===== src/rtl/seq_divmod.sv =====
// Iterative restoring unsigned divider: one quotient bit per clock, with
// remainder and a floor/ceiling multiple of the divisor. Valid/ready on both sides.
module seq_divmod #(
    parameter int unsigned DATA_W = 8,
    parameter int unsigned DIV_W  = 5
) (
    input  logic              clock,
    input  logic              reset,
    input  logic              in_valid,
    output logic              in_ready,
    input  logic [DATA_W-1:0] dividend,
    input  logic [DIV_W-1:0]  divisor,
    input  logic              round_up,
    output logic              out_valid,
    input  logic              out_ready,
    output logic [DATA_W-1:0] quotient,
    output logic [DATA_W-1:0] remainder,
    output logic [DATA_W:0]   multiple,
    output logic              div_by_zero
);

    localparam int unsigned CNT_W = $clog2(DATA_W + 1);

    typedef enum logic [1:0] {StIdle, StCalc, StDone} state_e;

    state_e            state_q, state_d;
    logic [DATA_W-1:0] orig_q, orig_d;
    logic [DATA_W-1:0] work_q, work_d;
    logic [DATA_W-1:0] dvs_q, dvs_d;
    logic              rup_q, rup_d;
    logic [DATA_W:0]   part_q, part_d;
    logic [CNT_W-1:0]  cnt_q, cnt_d;
    logic [DATA_W-1:0] quo_q, quo_d;
    logic [DATA_W-1:0] rem_q, rem_d;
    logic [DATA_W:0]   mul_q, mul_d;
    logic              dbz_q, dbz_d;

    logic [DATA_W:0]   shifted, part_next, floor_m, ceil_m;
    logic              take;
    logic [DATA_W-1:0] quo_final, rem_final;

    always_comb begin
        state_d = state_q;
        orig_d  = orig_q;
        work_d  = work_q;
        dvs_d   = dvs_q;
        rup_d   = rup_q;
        part_d  = part_q;
        cnt_d   = cnt_q;
        quo_d   = quo_q;
        rem_d   = rem_q;
        mul_d   = mul_q;
        dbz_d   = dbz_q;

        // work_q shifts dividend bits out of the top while quotient bits enter at the bottom
        shifted   = {part_q[DATA_W-1:0], work_q[DATA_W-1]};
        take      = shifted >= {1'b0, dvs_q};
        part_next = take ? shifted - {1'b0, dvs_q} : shifted;
        quo_final = {work_q[DATA_W-2:0], take};
        rem_final = part_next[DATA_W-1:0];
        floor_m   = {1'b0, orig_q} - {1'b0, rem_final};
        ceil_m    = (rem_final == '0) ? {1'b0, orig_q} : floor_m + {1'b0, dvs_q};

        unique case (state_q)
            StIdle: begin
                if (in_valid) begin
                    orig_d = dividend;
                    work_d = dividend;
                    dvs_d  = DATA_W'(divisor);
                    rup_d  = round_up;
                    part_d = '0;
                    cnt_d  = CNT_W'(DATA_W);
                    if (divisor == '0) begin
                        quo_d   = '1;
                        rem_d   = dividend;
                        mul_d   = {1'b0, dividend};
                        dbz_d   = 1'b1;
                        state_d = StDone;
                    end else begin
                        state_d = StCalc;
                    end
                end
            end
            StCalc: begin
                part_d = part_next;
                work_d = quo_final;
                cnt_d  = cnt_q - CNT_W'(1);
                if (cnt_q == CNT_W'(1)) begin
                    quo_d   = quo_final;
                    rem_d   = rem_final;
                    mul_d   = rup_q ? ceil_m : floor_m;
                    dbz_d   = 1'b0;
                    state_d = StDone;
                end
            end
            StDone: begin
                if (out_ready) begin
                    state_d = StIdle;
                end
            end
            default: state_d = StIdle;
        endcase
    end

    always_ff @(posedge clock) begin
        if (reset) begin
            state_q <= StIdle;
            orig_q  <= '0;
            work_q  <= '0;
            dvs_q   <= '0;
            rup_q   <= 1'b0;
            part_q  <= '0;
            cnt_q   <= '0;
            quo_q   <= '0;
            rem_q   <= '0;
            mul_q   <= '0;
            dbz_q   <= 1'b0;
        end else begin
            state_q <= state_d;
            orig_q  <= orig_d;
            work_q  <= work_d;
            dvs_q   <= dvs_d;
            rup_q   <= rup_d;
            part_q  <= part_d;
            cnt_q   <= cnt_d;
            quo_q   <= quo_d;
            rem_q   <= rem_d;
            mul_q   <= mul_d;
            dbz_q   <= dbz_d;
        end
    end

    assign in_ready    = (state_q == StIdle);
    assign out_valid   = (state_q == StDone);
    assign quotient    = quo_q;
    assign remainder   = rem_q;
    assign multiple    = mul_q;
    assign div_by_zero = dbz_q;

endmodule


===== config.mk =====
export PLATFORM = sky130hd
export DESIGN_NAME = seq_divmod
export DESIGN_NICKNAME = d
export VERILOG_FILES = /design/src/rtl/seq_divmod.sv
export SDC_FILE = /design/constraint.sdc
export NUM_CORES = 1
export LEC_CHECK = 0
export ABC_AREA = 1
export CORE_UTILIZATION = 51
export CTS_CLUSTER_SIZE = 12
export DETAILED_ROUTE_END_ITERATION = 10
export GPL_ROUTABILITY_DRIVEN = 1
export GPL_TIMING_DRIVEN = 0
export MAX_ROUTING_LAYER = met4
export PLACE_DENSITY_LB_ADDON = 0.05
export SLEW_MARGIN = 5
export SYNTH_ARGS = -nofsm -noshare
export SYNTH_HDL_FRONTEND = slang
export SYNTH_SLANG_ARGS = --single-unit

===== constraint.sdc =====
create_clock -name clock -period 4.57 [get_ports clock]
set_input_delay 1.371 -clock clock [delete_from_list [all_inputs] [get_ports clock]]
set_output_delay 1.371 -clock clock [all_outputs]
set_load 0.02 [all_outputs]

==> metrics.md <==
| Metric | Value |
|---|---|
| Status | `finished clean` |
| Min-Delay Path Class | `flop to flop` |
| Chip Height | `85.8 um` |
| IO Port Bufs | `44` |
| Register bit total from synthesis | `62` |
| Power per cell area | `588 nW/um^2` |
| Die area | `around 7400 sq um` |
| Leak | `around 1.9 nW` |
| Count of cell types in the netlist | `38` |
| Grt ovf | `0` |
| Antenna violations before repair | `0` |
| Number of global-route vias before repair | `between 3000 and 4000` |
| Die W | `85.8 um` |
| Sink Count | `62` |
| Post-synth top area cell | `dfxtp_1` |
| Crit path arrival time | `roughly 4500 ps` |
| Routed WL | `10700 um` |
| Clock Skews | `roughly 8.3 ps` |
| CTS H-Tree Depth | `3` |
| Peak supply drop | `0.000236 V` |
| Reg power frac | `24.3%` |
| Yosys top cell area share | `34.7%` |
| Antenna diodes | `0` |
| Gp weighted congestion | `between 0.9 and 1` |
| DRC | `0` |
| Cell at the root of the clock tree | `clkbuf_8` |
| Clock share of power | `roughly 20%` |
| Ys async rst share | `0%` |
| Worst-Skew Late Latency | `roughly 350 ps` |
| Total number of vias | `about 3700` |
| Most frequent cells in the layout | `106 x nand2_1, 65 x inv_1, 62 x a21oi_1, 62 x dfxtp_1, 44 x clkdlybuf4s50_1` |
| Tightest Pin Transition | `around 680 ps` |
| Footprint of the multi-input gates | `2010 sq um` |
| Psw | `approximately 1.2 mW` |
| Area Growth Syn to Fin | `21.6%` |
| CTS tree | `yes` |
| RSZ-0062 raised after global routing | `yes` |
| Final hold violation count | `0` |
| Cell Area, Synth | `between 3000 and 4000 sq um` |
| Switching Fraction | `46.5%` |
| EDFF count, synth | `0` |
| Via density | `~5.5` |
| Num rows | `30` |
| Register area | `1240 sq um` |
| Hold Buf Count CTS | `0` |
| Fin crit period | `~4300 ps` |
| CTS max path bufs | `2` |
| Mapped Cells | `509` |
| Achievable Freq | `between 0.2 and 0.25 GHz` |
| Seq/Total Area, Yosys | `34.7%` |
| Crit Path Max Fanout | `8` |
| Combinational power share | `a little under three fifths` |
| Layout cells sized above 1 | `just over 8%` |
| CTS Buf Count | `9` |
| Slew HR | `a little over half` |
| Fill cell count | `between 600 and 700` |
| Router iterations before antenna repair | `4` |
| Layout Cells excl Fill | `between 600 and 700` |
| Post-placement cell count | `649` |
| Drt wl/cell | `around 16 um` |
| Fin crit share | `approximately 93%` |
| Int Power | `~1.4 mW` |
| Worst Setup End Kind | `flop` |
| Nets@finish | `about 600` |
| Largest net degree at the start of global routing | `11` |
| Syn_area_per_cell | `approximately 7 sq um` |
| Initial DRC count | `about 210` |
| Max Cap Viol | `0` |
| Post-DRT Antenna Nets | `0` |
| Core ar. | `6790 sq um` |
| Initial Utilization | `52.7%` |
| # setup viols final | `0` |
| Yosys warns | `0` |
| CP startpoint kind | `flop` |
| WP data required | `4860 ps` |
| DP HPWL | `between 8000 and 9000 um` |
| Slew Limit Fails | `0` |
| Critical path class | `flop to flop` |
| Final core occ | `64.1%` |
| Primary FF master, synth | `dfxtp_1` |
| IO Count | `46` |
| Reg clk slew, reported paths | `about 70 ps` |
| Area contributors post-synth | `dfxtp_1 35%, nand2_1 11%, a21oi_1 8.7%, inv_1 6.8%, ha_1 6.3%` |
| Most common cell after layout, fill and taps aside | `nand2_1` |
| Synth Net Count | `between 500 and 600` |
| GRT Resource Usage Total | `31.8%` |
| First-pass GRT wire length | `about 17000 um` |
==> stage by stage <==
step | setup WS (ps) | hold slack, ps | cell area [sq um] | power (mW) | TNS (ps)
after floorplan | 939 | 441 | 3580 | 1.68 | 0
after global placement | 283 | 455 | 4140 | 1.99 | 0
after detailed placement | 140 | 453 | 4140 | 2.02 | 0
after CTS | 113 | 464 | 4340 | 2.52 | 0
after global routing | -10.2 | 491 | 4350 | 2.76 | -10.2
final | 317 | 465 | 4350 | 2.56 | 0
==> path summary, 6_finish.rpt <==
| path | start | slack (ps) | cells past startpoint | endpoint |
|---|---|---|---|---|
| worst min register to register | cnt_q[1] | 470 | 2 | cnt_q[1] |
| worst max register to register | dvs_q[4] | 320 | 27 | multiple[7] |
| worst max-delay path | dvs_q[4] | 320 | 27 | multiple[7] |
| worst min-delay path | cnt_q[1] | 470 | 2 | cnt_q[1] |
==> synthesized netlist by cell type, types with 3 or more instances <==
cell	count
o221ai_1	4
nor2_1	24
nand3b_1	5
a221oi_1	6
nor2_2	4
nand3_1	34
or2_2	3
dfxtp_1	62
nand4_1	4
inv_2	4
nand2_1	106
o211ai_1	8
ha_1	18
o21ai_0	38
a21oi_1	62
xor2_1	8
inv_1	65
nand2_2	8
clkbuf_1	18
==> cell families after synthesis <==
kind of cell	share of synthesized area, %
DFF	34.7
AOI/OAI and AO/OA	20.1
buffers and inverters	9.48
and+or+nand+nor	25.7
adders and majority gates	7.41
xor gates and xnor gates	2.66
==> timing repair <==
item | 4_1_cts | 5_1_grt
resized for setup | 0 | 6
setup endpoints to repair | 0 | 5
buffers inserted | 0 | 0
==> area by class of cell <==
| cell class | count | share of cell area (%) |
|---|---|---|
| Buffer | 19 | 1.67 |
| Clock buffer | 12 | 3.57 |
| Clock inverter | 4 | 1.04 |
| Inverter | 71 | 6.12 |
| Multi-Input combinational cell | 357 | 46.2 |
| Sequential cell | 62 | 28.5 |
| Tap cell | 96 | 2.76 |
| Timing Repair Buffer | 44 | 10.1 |
==> registers in the layout, indices dropped and copies added, names as in the netlist <==
register	count
remainder	8
dvs_q	5
state_q	2
quotient	8
part_q	8
div_by_zero	1
multiple	9
cnt_q	4
rup_q	1
orig_q	8
work_q	8
==> critical path, stage by stage, from the launching register on <==
cell and delay, ps:
dfxtp_1 440, inv_1 100, ha_1 390, nand3_1 120, nor2_2 50, nor2_4 210, nand3_4 180, inv_2 120
nand2_1 60, o21ai_1 180, ha_1 250, inv_1 50, ha_1 160, o21bai_1 190, a21oi_1 200, xor2_1 220
inv_1 100, ha_1 300, nand2_1 70, o21ai_2 200, nand3_1 100, nor2_1 90, nand2_1 50, nand2_1 50
nand2_1 50, nand2_1 90, nand2_1 60, a21oi_1 110
==> power groups by stage <==
stage / Clock, mW / Sequential, mW / Combinational (mW)
detailed placement: 0 / 0.633 / 1.39
global route: 0.519 / 0.627 / 1.61
floorplan: 0 / 0.637 / 1.05
CTS: 0.495 / 0.621 / 1.40
finish: 0.498 / 0.622 / 1.44
global placement: 0 / 0.632 / 1.35
==> metal layers <==
metal,part of all wire [%],track usage (%),wire length [um]
met4,1.9,11.1,209
met5,0,-,0
met3,6.4,3.85,690
met2,48,51.1,5140
met1,44,41.4,4690
Note: power is estimated with default switching activity, not from simulation.
==> variant 1, RTL diff (same settings) <==
Set the parameter `DIV_W` to 7 (it was 5).
--- a/src/rtl/seq_divmod.sv
+++ b/src/rtl/seq_divmod.sv
@@ -2,7 +2,7 @@
 // remainder and a floor/ceiling multiple of the divisor. Valid/ready on both sides.
 module seq_divmod #(
     parameter int unsigned DATA_W = 8,
-    parameter int unsigned DIV_W  = 5
+    parameter int unsigned DIV_W  = 7
 ) (
     input  logic              clock,
     input  logic              reset,
Ports: changed (resized divisor); port bits go from 46 to 48. The function was not compared with the original's and may differ.
==> variant 1 against the unedited design <==
- synthesized area up 6.6%
- sequential cell count up 2
- worst hold slack better by 2.6 ps
- sequential share of layout area down 1.3 points
- maximum frequency up 1.4%
- global-route usage up 0.33 points
- setup slack better by 61 ps
- wire length up 6.6%
- design area up 8.7%
- non-clock buffer count up 6
- clock skew up 0.76 ps
- power up 35%
- largest cell class unchanged
- highest routed layer unchanged
==> variant 1: results (changes against the unedited design) <==
stage,metric,value,unit,change
place,pre_cts_ws,143.4,ps,+3.367 ps
logic_synthesis,yosys-top-cells-count,"118 x nand2_1, 67 x inv_1, 64 x dfxtp_1, 60 x a21oi_1, 46 x o21ai_0",,
hold_path,hold_start,part_q[7],,
drt,drt_iter0_drc,323,,+55%
logic_synthesis,synthesis.nets,587,,+7.3%
cells_and_area,fillCellCount,669,,+6.9%
worst_setup_path,r2r-start,dvs_q[5],,
place,detailedPlacementHpwl,8646,µm,+5.3%
power_and_ir_drop,intPower,1755,µW,+28%
logic_synthesis,ys_types,46,,+21%
place,port_buffers,47,,+6.8%
logic_synthesis,synth.avg_cell_area,7.041,µm²,+0.15%
grt,grt_max_degree,13,,+2
cells_and_area,layout.nets,647,,+7.5%
run_status,status,finished clean,,
worst_setup_path,slowest_delay,400,ps,-40 ps
drt,firstDrtPassIters,5,,+1
logic_synthesis,ys_top_cells_by_area,"dfxtp_1 34%, nand2_1 12%, a21oi_1 7.9%",,
sta,slew_headroom,47.86,%,-6.7 points
place,post-place-cells,688,,+6.0%
power_and_ir_drop,peakVddDrop,0.2884,mV,+22%
sta,fin_worst_skew,9.033,ps,+0.7605 ps
drt,vias,3902,,+6.7%
grt,grt_usage,32.08,%,+0.33 points
place,gp_congestion,0.9240,,-3.4%
cells_and_area,drive_gt1_share,11.70,%,+3.4 points
cells_and_area,final_cells,706,,+6.2%
grt,first_global_vias,3619,,+6.0%
variant 1: per-stage QoR:
stage	cell area (µm²)	hold slack, ps	power, µW
after floorplan	3816	440.9	2281
after global placement	4410	449.9	2729
after detailed placement	4410	458.9	2764
after CTS	4632	470.9	3327
after global routing	4730	502.0	3719
final	4730	467.7	3450
variant 1: layer usage:
metal  part of all wire [%]  track usage, %
met2                     45           48.95
met3                    6.9           4.198
met4                    3.3           15.25
met1                     45           41.99
met5                      0               -
variant 1: worst reg2reg max path, delay by kind of cell (launching register included):
kind,cells,cell delay [ps]
and+or+nand+nor,15,1290
adders and majority gates,4,860
AOI/OAI and AO/OA,6,820
buffers and inverters,6,520
DFF,1,400
xor gates and xnor gates,1,240
variant 1: kinds of logic after synthesis:
group / after synthesis / share of synthesized area [%]
compound gates: 144 / 21.57
xor+xnor: 8 / 1.836
fa+ha+maj: 25 / 8.590
buf+inv: 89 / 9.311
flops: 64 / 33.57
simple gates: 212 / 25.11
variant 1: path summary, 6_finish.rpt:
kind / to / slack [ps] / depth (start not counted)
min reg2reg: part_q[7] / 470 / 2
max reg2reg: multiple[7] / 380 / 32
min: part_q[7] / 470 / 2
max: multiple[7] / 380 / 32
variant 1: timing repair:
| action | 4_1_cts | 5_1_grt |
|---|---|---|
| setup endpoints to repair | 0 | 3 |
| setup buffers | 0 | 2 |
| resized for setup | 0 | 14 |
variant 1: final cells by class:
cell class	instances	area, µm²	share of cell area, %
Multi-Input combinational cell	389	2257	47.72
Sequential cell	64	1286	27.20
Timing Repair Buffer	49	485.5	10.26
Inverter	69	259.0	5.476
Clock buffer	10	127.6	2.698
Tap cell	99	123.9	2.619
Buffer	20	96.34	2.037
Clock inverter	6	93.84	1.984
variant 1: power by group through the flow:
stage	Clock, µW	Combinational [µW]	Sequential, µW
2_1_floorplan	0	1620	661
3_3_place_gp	0	2070	663
3_5_place_dp	0	2100	665
4_1_cts	555	2120	652
5_1_grt	577	2480	665
6_report	556	2240	658
==> variant 2, RTL diff (same flow settings) <==
Made on the original files. The 3 states of `state_e` get a one-hot encoding in 3 bits.
--- a/src/rtl/seq_divmod.sv
+++ b/src/rtl/seq_divmod.sv
@@ -21,7 +21,7 @@
 
     localparam int unsigned CNT_W = $clog2(DATA_W + 1);
 
-    typedef enum logic [1:0] {StIdle, StCalc, StDone} state_e;
+    typedef enum logic [2:0] {StIdle = 3'b001, StCalc = 3'b010, StDone = 3'b100} state_e;
 
     state_e            state_q, state_d;
     logic [DATA_W-1:0] orig_q, orig_d;
Function: no difference found for any inputs over 4 cycles, from zero or initial values and one cycle with reset high; so few cycles prove little.
==> variant 2 against the unedited design <==
- clock power rose by 20%
- sequential cell count rose by 1
- synthesized area rose by 4.8%
- worst hold slack improved by 2.6 ps
- design area rose by 4.9%
- wire length fell by 3.5%
- power rose by 48%
- setup slack improved by 40 ps
- critical path type unchanged
- highest routed layer unchanged
==> variant 2: results (changes against the unedited design) <==
stage,metric,value,unit,change
cells_and_area,multi_input_comb_area,0.002225,mm²,+11%
grt,first_global_vias,3536,,+3.6%
grt,use_met2,51.16,%,about the same
sta,slew_headroom,50.39,%,-4.1 points
logic_synthesis,synth-seq-area-share,33.64,%,-1.0 points
sta,drv_slew,0,,unchanged
run_status,status,finished clean,,
drt,firstDrtPassIters,5,,+1
worst_setup_path,crit_fanout,8,,unchanged
grt,grt_max_degree,12,,+1
clocking,cts_buffer_depth,2,,unchanged
drt,drt-wirelength-per-cell,14.96,µm,-7.3%
grt,grt_use_met1,37.01,%,-4.4 points
logic_synthesis,ys_types,41,,+7.9%
sta,fin_worst_skew,11.47,ps,+3.200 ps
clocking,cts_buffers,9,,unchanged
place,gp_congestion,0.9371,,-2.0%
worst_setup_path,arrival,4480,ps,-60 ps
logic_synthesis,ys_top_cells_by_area,"dfxtp_1 34%, nand2_1 13%, a21oi_1 7.3%",,
place,detailedPlacementHpwl,8110,µm,-1.2%
grt,grt_pass1_wl,16990,µm,-2.1%
logic_synthesis,synthesis.nets,574,,+4.9%
cells_and_area,layout.nets,629,,+4.5%
drt,vias,3648,,-0.22%
logic_synthesis,yosys-top-cells-count,"129 x nand2_1, 63 x dfxtp_1, 55 x a21oi_1, 48 x inv_1, 44 x o21ai_0",,
drt,vias_per_cell,5.272,,-4.1%
drt,drt_iter0_drc,181,,-13%
worst_setup_path,r2r_setup_slack,360,ps,+40 ps
power_and_ir_drop,peakVddDrop,0.3839,mV,+63%
grt,globalRouteMet3Util,5.655,%,+1.8 points
power_and_ir_drop,power.leakage,0.001920,µW,+0.66%
clocking,clock_latency,350,ps,about the same
clocking,clkTransAtPathRegs,80,ps,
cells_and_area,fillCellCount,640,,+2.2%
logic_synthesis,synthCells,536,,+5.3%
power_and_ir_drop,intPower,1913,µW,+40%
grt,grt_usage,30.36,%,-1.4 points
clocking,cts_max_level,3,,unchanged
place,post-place-cells,676,,+4.2%
cells_and_area,drive_gt1_share,12.42,%,+4.2 points
place,port_buffers,44,,unchanged
logic_synthesis,synth_flop_cell,dfxtp_1,,
place,placed_cell_area,0.004309,mm²,+4.1%
-- variant 2: path summary, 6_finish.rpt --
| check | cells after the start | end | startpoint |
|---|---|---|---|
| worst min-delay path | 2 | quotient[1] | quotient[1] |
| worst min register to register | 2 | quotient[1] | quotient[1] |
| worst max-delay path | 24 | multiple[8] | dvs_q[4] |
| worst max register to register | 24 | multiple[8] | dvs_q[4] |
-- variant 2: area by class of cell --
cell class / instances / share of cell area [%]
Clock buffer: 11 / 3.098
Sequential cell: 63 / 27.63
Timing Repair Buffer: 44 / 9.649
Inverter: 56 / 4.605
Multi-Input combinational cell: 401 / 48.74
Buffer: 16 / 1.343
Clock inverter: 5 / 2.303
Tap cell: 96 / 2.632
-- variant 2: logic make-up (layout without fill, tap and decap cells) --
kind of cell,count (synthesis),count (layout),share of synthesized area (%)
AO/OA/AOI/OAI,122,122,18.09
XOR/XNOR,11,11,2.570
flip-flops,63,63,33.64
buffers and inverters,72,132,7.243
AND/OR/NAND/NOR,248,248,31.38
adder cells (fa/ha/maj),20,20,7.076
-- variant 2: per-stage QoR --
stage	hold slack [ps]	worst slack, ps
2_1_floorplan	440.6	874.1
3_3_place_gp	449.9	195.6
3_5_place_dp	453.9	154.2
4_1_cts	464.5	87.88
5_1_grt	490.5	-1.443
6_report	467.7	357.2
-- variant 2: routing by layer --
| layer | part of all wire, % | vias up |
|---|---|---|
| met5 | 0 | - |
| met4 | 1.6 | 0 |
| met3 | 6.0 | 14 |
| met2 | 49 | 104 |
| met1 | 44 | 1643 |
| li1 | - | 1887 |
-- variant 2: repair_timing --
item,4_1_cts,5_1_grt
endpoints found under the setup margin,0,4
resized for setup,0,5
buffers inserted,0,0
-- variant 2: critical path: stages, from the launching register on --
cell and delay, ps:
dfxtp_1 380, inv_1 80, ha_1 390, nand3_1 120, nor2_2 50, nor2_4 200
nand3_4 170, inv_2 130, nand2_1 50, o21ai_1 170, ha_1 220, inv_1 40
ha_1 160, o21bai_2 220, xor2_1 180, ha_1 380, nand2_1 70, o21ai_1 210
a21oi_1 120, nand3b_1 210, nor2_2 130, nand3_1 80, nand2_1 70, nand3b_1 130
a21oi_1 150
-- variant 2: power groups by stage --
stage                     clock network, µW  registers [µW]  logic [µW]
final                                   599             740        2440
after global routing                    630             754        2730
after CTS                               602             739        2410
after detailed placement                  0             749        2390
after global placement                    0             747        2350
after floorplan                           0             775        1790
